File: src/rtl/pc_stack_unit.sv
// Fetch-stage program counter with a hardware return-address stack.
// Supports inc, absolute jump, relative branch, call/ret, stall, and sticky stack error flags.
module pc_stack_unit #(
  parameter int               WIDTH     = 16,
  parameter int               OFF_W     = 8,
  parameter int               DEPTH     = 8,
  parameter logic [WIDTH-1:0] RESET_VEC = '0
) (
  input  logic                     PCU_clk,
  input  logic                     PCU_rst,
  input  logic                     PCU_hold,
  input  logic                     PCU_inc,
  input  logic                     PCU_jump,
  input  logic                     PCU_branch,
  input  logic                     PCU_call,
  input  logic                     PCU_ret,
  input  logic                     PCU_clr_err,
  input  logic [WIDTH-1:0]         PCU_in,
  input  logic [OFF_W-1:0]         PCU_off,
  output logic [WIDTH-1:0]         PCU_out,
  output logic [WIDTH-1:0]         PCU_top,
  output logic [$clog2(DEPTH):0]   PCU_sp,
  output logic                     PCU_full,
  output logic                     PCU_empty,
  output logic                     PCU_ovf,
  output logic                     PCU_unf
);

  localparam int AW = $clog2(DEPTH);

  logic [WIDTH-1:0] pc_q, pc_d;
  logic [AW:0]      sp_q, sp_d;
  logic             ovf_q, ovf_d;
  logic             unf_q, unf_d;
  logic [WIDTH-1:0] stack_q [DEPTH];

  logic             push_en;
  logic [WIDTH-1:0] pc_inc;
  logic [WIDTH-1:0] off_ext;
  logic [AW:0]      sp_m1;
  logic             full, empty;

  assign pc_inc  = pc_q + WIDTH'(1);
  assign off_ext = WIDTH'(signed'(PCU_off));
  assign sp_m1   = sp_q - (AW+1)'(1);
  assign full    = (sp_q == (AW+1)'(DEPTH));
  assign empty   = (sp_q == '0);

  // Priority: hold > call > ret > jump > branch > inc; error set beats clear.
  always_comb begin
    pc_d    = pc_q;
    sp_d    = sp_q;
    ovf_d   = ovf_q;
    unf_d   = unf_q;
    push_en = 1'b0;
    if (!PCU_hold) begin
      if (PCU_clr_err) begin
        ovf_d = 1'b0;
        unf_d = 1'b0;
      end
      if (PCU_call) begin
        if (full) begin
          ovf_d = 1'b1;
        end else begin
          push_en = 1'b1;
          sp_d    = sp_q + (AW+1)'(1);
          pc_d    = PCU_in;
        end
      end else if (PCU_ret) begin
        if (empty) begin
          unf_d = 1'b1;
        end else begin
          pc_d = stack_q[sp_m1[AW-1:0]];
          sp_d = sp_m1;
        end
      end else if (PCU_jump) begin
        pc_d = PCU_in;
      end else if (PCU_branch) begin
        pc_d = pc_q + off_ext;
      end else if (PCU_inc) begin
        pc_d = pc_inc;
      end
    end
  end

  always_ff @(posedge PCU_clk or posedge PCU_rst) begin
    if (PCU_rst) begin
      pc_q  <= RESET_VEC;
      sp_q  <= '0;
      ovf_q <= 1'b0;
      unf_q <= 1'b0;
    end else begin
      pc_q  <= pc_d;
      sp_q  <= sp_d;
      ovf_q <= ovf_d;
      unf_q <= unf_d;
    end
  end

  // Stack storage is not reset; only sp defines which entries are valid.
  always_ff @(posedge PCU_clk) begin
    if (push_en && !PCU_rst) begin
      stack_q[sp_q[AW-1:0]] <= pc_inc;
    end
  end

  assign PCU_out   = pc_q;
  assign PCU_sp    = sp_q;
  assign PCU_full  = full;
  assign PCU_empty = empty;
  assign PCU_ovf   = ovf_q;
  assign PCU_unf   = unf_q;
  assign PCU_top   = empty ? '0 : stack_q[sp_m1[AW-1:0]];

endmodule

File: config.mk
export PLATFORM = sky130hd
export DESIGN_NAME = pc_stack_unit
export DESIGN_NICKNAME = d
export VERILOG_FILES = /design/src/rtl/pc_stack_unit.sv
export SDC_FILE = /design/constraint.sdc
export NUM_CORES = 1
export LEC_CHECK = 0
export ABC_AREA = 1
export BUFFER_PORTS_ARGS = -buffer_cell sky130_fd_sc_hd__buf_2
export CAP_MARGIN = 20
export CORE_MARGIN = 10
export CORE_UTILIZATION = 54
export CTS_CLUSTER_DIAMETER = 60
export DETAILED_ROUTE_END_ITERATION = 8
export MAX_ROUTING_LAYER = met4
export PLACE_DENSITY = 0.77
export SYNTH_ARGS = -nofsm -noshare
export SYNTH_HDL_FRONTEND = slang
export SYNTH_SLANG_ARGS = --single-unit
File: constraint.sdc
create_clock -name PCU_clk -period 3.5 [get_ports PCU_clk]
set_input_delay 0.35 -clock PCU_clk [delete_from_list [all_inputs] [get_ports PCU_clk]]
set_output_delay 0.35 -clock PCU_clk [all_outputs]
set_load 0.005 [all_outputs]
==> reports/metrics.cfg <==
[status]
status=complete, no violations

[worst_setup_path]
cp-start-kind=register
path_class=reg2out
required_ns=3.15
reg2reg_setup_slack_ns=0.81
worstPathArrival_ns=2.76
reg2reg_depth=8
end_kind=output pin
critPathMaxFanout=26
regToRegEndpoint=stack_q[1][8]$_DFFE_PP_
worst_r2r_startpoint=PCU_sp[1]$_DFFE_PP0P_

[power_and_ir_drop]
power.leakage_nw=3.76
p_per_area_nw_per_um2=927
ir_drop_v=0.000399

[timing]
fmax_ghz=0.321
tns_ns=0
worst_hold_slack_ns=0.169
min_period_over_period_pct=88.9
rsz0062_at_grt=false
slew_violations=0
relSlewSlack_pct=34.8
finClkSkew_ns=0.0125
hold_violations=0
worst_slew_pin_slew_ns=0.977
min_period_ns=3.11
finalSetupViolations=0

[logic_synthesis]
yosysSeqAreaShare_pct=56.5
synth.area.top_cells=edfxtp_1, nand2_1, dfrtp_1
ys_ff_latch=150
postSynthCellCount=842
synth_top_area_share_pct=49.4
synth_fp_nets=894
avgSynthCellArea_sq_um=9.24
netlist_area_sq_um=7780
synth.distinct_cells=38
synth_top_cell_by_area=edfxtp_1
ys_warn_count=0

[layout]
mostFrequentLayoutCells=nand2_1, edfxtp_1, nor2_1
layout_commonest_cell=nand2_1
fin_nets=966
seqCellArea_sq_um=4400
n_fill_cell=1143
multi_input_area_sq_um=2970
area_delta_synth_final_pct=16.3
drive_gt1_share_pct=16.1

[detailed_routing]
dr_total_vias=6396
ant_nets=0
drt-vias-per-instance=5.77
wl_mm=21.3
dr.pass1.iters=5
dr.first_iter.drc_count=799
routedWlPerCell_microns=19.2
drc=0

[clock_network]
postCtsHoldBufs=0
numCtsBuffers=17
clockBufferDepth=2
post_cts_buffers=0
clock_latency_ns=0.42
cts_tree=done
cts_resized=0
htreeDepth=4
cts.clk_slew.worst_paths_ns=0.06
clock_sinks=150
cts-root-buf=clkbuf_16

[floorplan]
die_width_microns=140
rows=43
initial_core_util_pct=55.6
dieHeight_microns=140
coreArea_sq_um=14000
io_pins=73
die-area_sq_um=19600

[grt]
grt_pass1_wl_mm=33.3
grt_pass1_vias=6345
track_usage_pct=21.9
grt_max_degree=72
grt_overflow=0
antenna_found_initial=1

[hold_path]
hp-class=in2async

[place]
gp_congestion=0.957
io_buffers=72
hpwlAfterDp_mm=14.4

[run]
drv_cap=0

## worst max path at each step
stage,slack [ns],depth (start not counted),end,from
after floorplan,-0.003,8,stack_q[7][0]$_DFFE_PP_,PCU_sp[0]$_DFFE_PP0P_
after global placement,0.95,9,PCU_top[6],PCU_sp[1]$_DFFE_PP0P_
after detailed placement,0.85,8,stack_q[1][9]$_DFFE_PP_,PCU_sp[1]$_DFFE_PP0P_
after CTS,0.39,9,PCU_top[6],PCU_sp[1]$_DFFE_PP0P_
after global routing,0.25,9,PCU_top[6],PCU_sp[1]$_DFFE_PP0P_
final,0.39,9,PCU_top[6],PCU_sp[1]$_DFFE_PP0P_
## power breakdown
| group | leakage, nW | switching [mW] | internal [mW] |
|---|---|---|---|
| logic | 2.02 | 2.66 | 1.24 |
| clock network | 0.321 | 0.724 | 1.27 |
| registers | 1.42 | 0.188 | 2.31 |
| total | 3.76 | 3.57 | 4.82 |
## worst max-delay path, stage by stage, from the launching register on
cell and delay (ns):
dfrtp_1 0.43, inv_1 0.23, ha_1 0.30, inv_1 0.19, buf_4 0.34, o21ai_0 0.18
o22ai_1 0.19, o21ai_0 0.18, nor2_1 0.16, buf_2 0.14
## per-layer routing
metal | GRT usage, % | wire length (microns) | vias to the layer above
met3 | 4.97 | 1580 | 43
met1 | 25.6 | 8610 | 3000
met5 | - | 0 | -
li1 | - | - | 3052
met4 | 8.70 | 540 | 0
met2 | 35.9 | 10500 | 301
## synth_stat cells
library cell  count
buf_2            14
nand2_4           1
xor2_1           11
a22oi_1           2
a21oi_2           5
buf_4             1
a32oi_1           1
o21ai_1          15
nand4_4           1
o211ai_1          4
buf_6             1
o21bai_1          2
mux2i_1           1
o22ai_1          17
nand3_1          46
inv_2             3
nor2_1          110
nor2_4            1
dfrtp_1          22
edfxtp_1        128
nand2_1         174
inv_4             1
fa_1              1
nand4_1           5
ha_1             18
clkbuf_1         18
o221ai_1         14
a21oi_1          25
o21ai_0          97
clkbuf_2          1
xnor2_1           4
inv_1            72
buf_1             2
o21ai_2           4
nand2_2           3
nor2_2            2
nor4_1            3
nor3_1           12
## registers in the layout, summed over array words and instances, names as in the netlist
signal   flops
PCU_out     16
PCU_unf      1
PCU_sp       4
stack_q    128
PCU_ovf      1
## metrics by stage
stage                     setup WS, ns  cell area [sq um]  utilization, %  cells  total power [mW]
after floorplan               -0.00272               7780               -    842              4.90
after global placement           0.951               8390            60.0   1075              6.28
after detailed placement         0.851               8390            60.0   1075              6.37
after CTS                        0.386               9050            64.7   1107              8.37
after global routing             0.252               9050            64.7   1108              8.90
final                            0.388               9050            64.7   1108              8.39
## area by class of cell
type	count	area share, %
Multi-Input combinational cell	579	32.8
Clock inverter	15	2.52
Tap cell	180	2.49
Inverter	76	3.18
Clock buffer	17	4.70
Antenna cell	1	0.0277
Timing Repair Buffer	90	5.75
Sequential cell	150	48.6
## kinds of logic (layout without fill, tap and decap cells)
group,Yosys count,after routing,share of synthesized area [%]
xor gates and xnor gates,15,15,1.69
DFF,150,150,56.5
buffers and inverters,113,198,5.87
muxes,1,1,0.129
adders and majority gates,19,19,3.15
other,0,1,0
AOI/OAI and AO/OA,186,186,13.7
and+or+nand+nor,358,358,19.0
(Power assumes the default switching activity.)
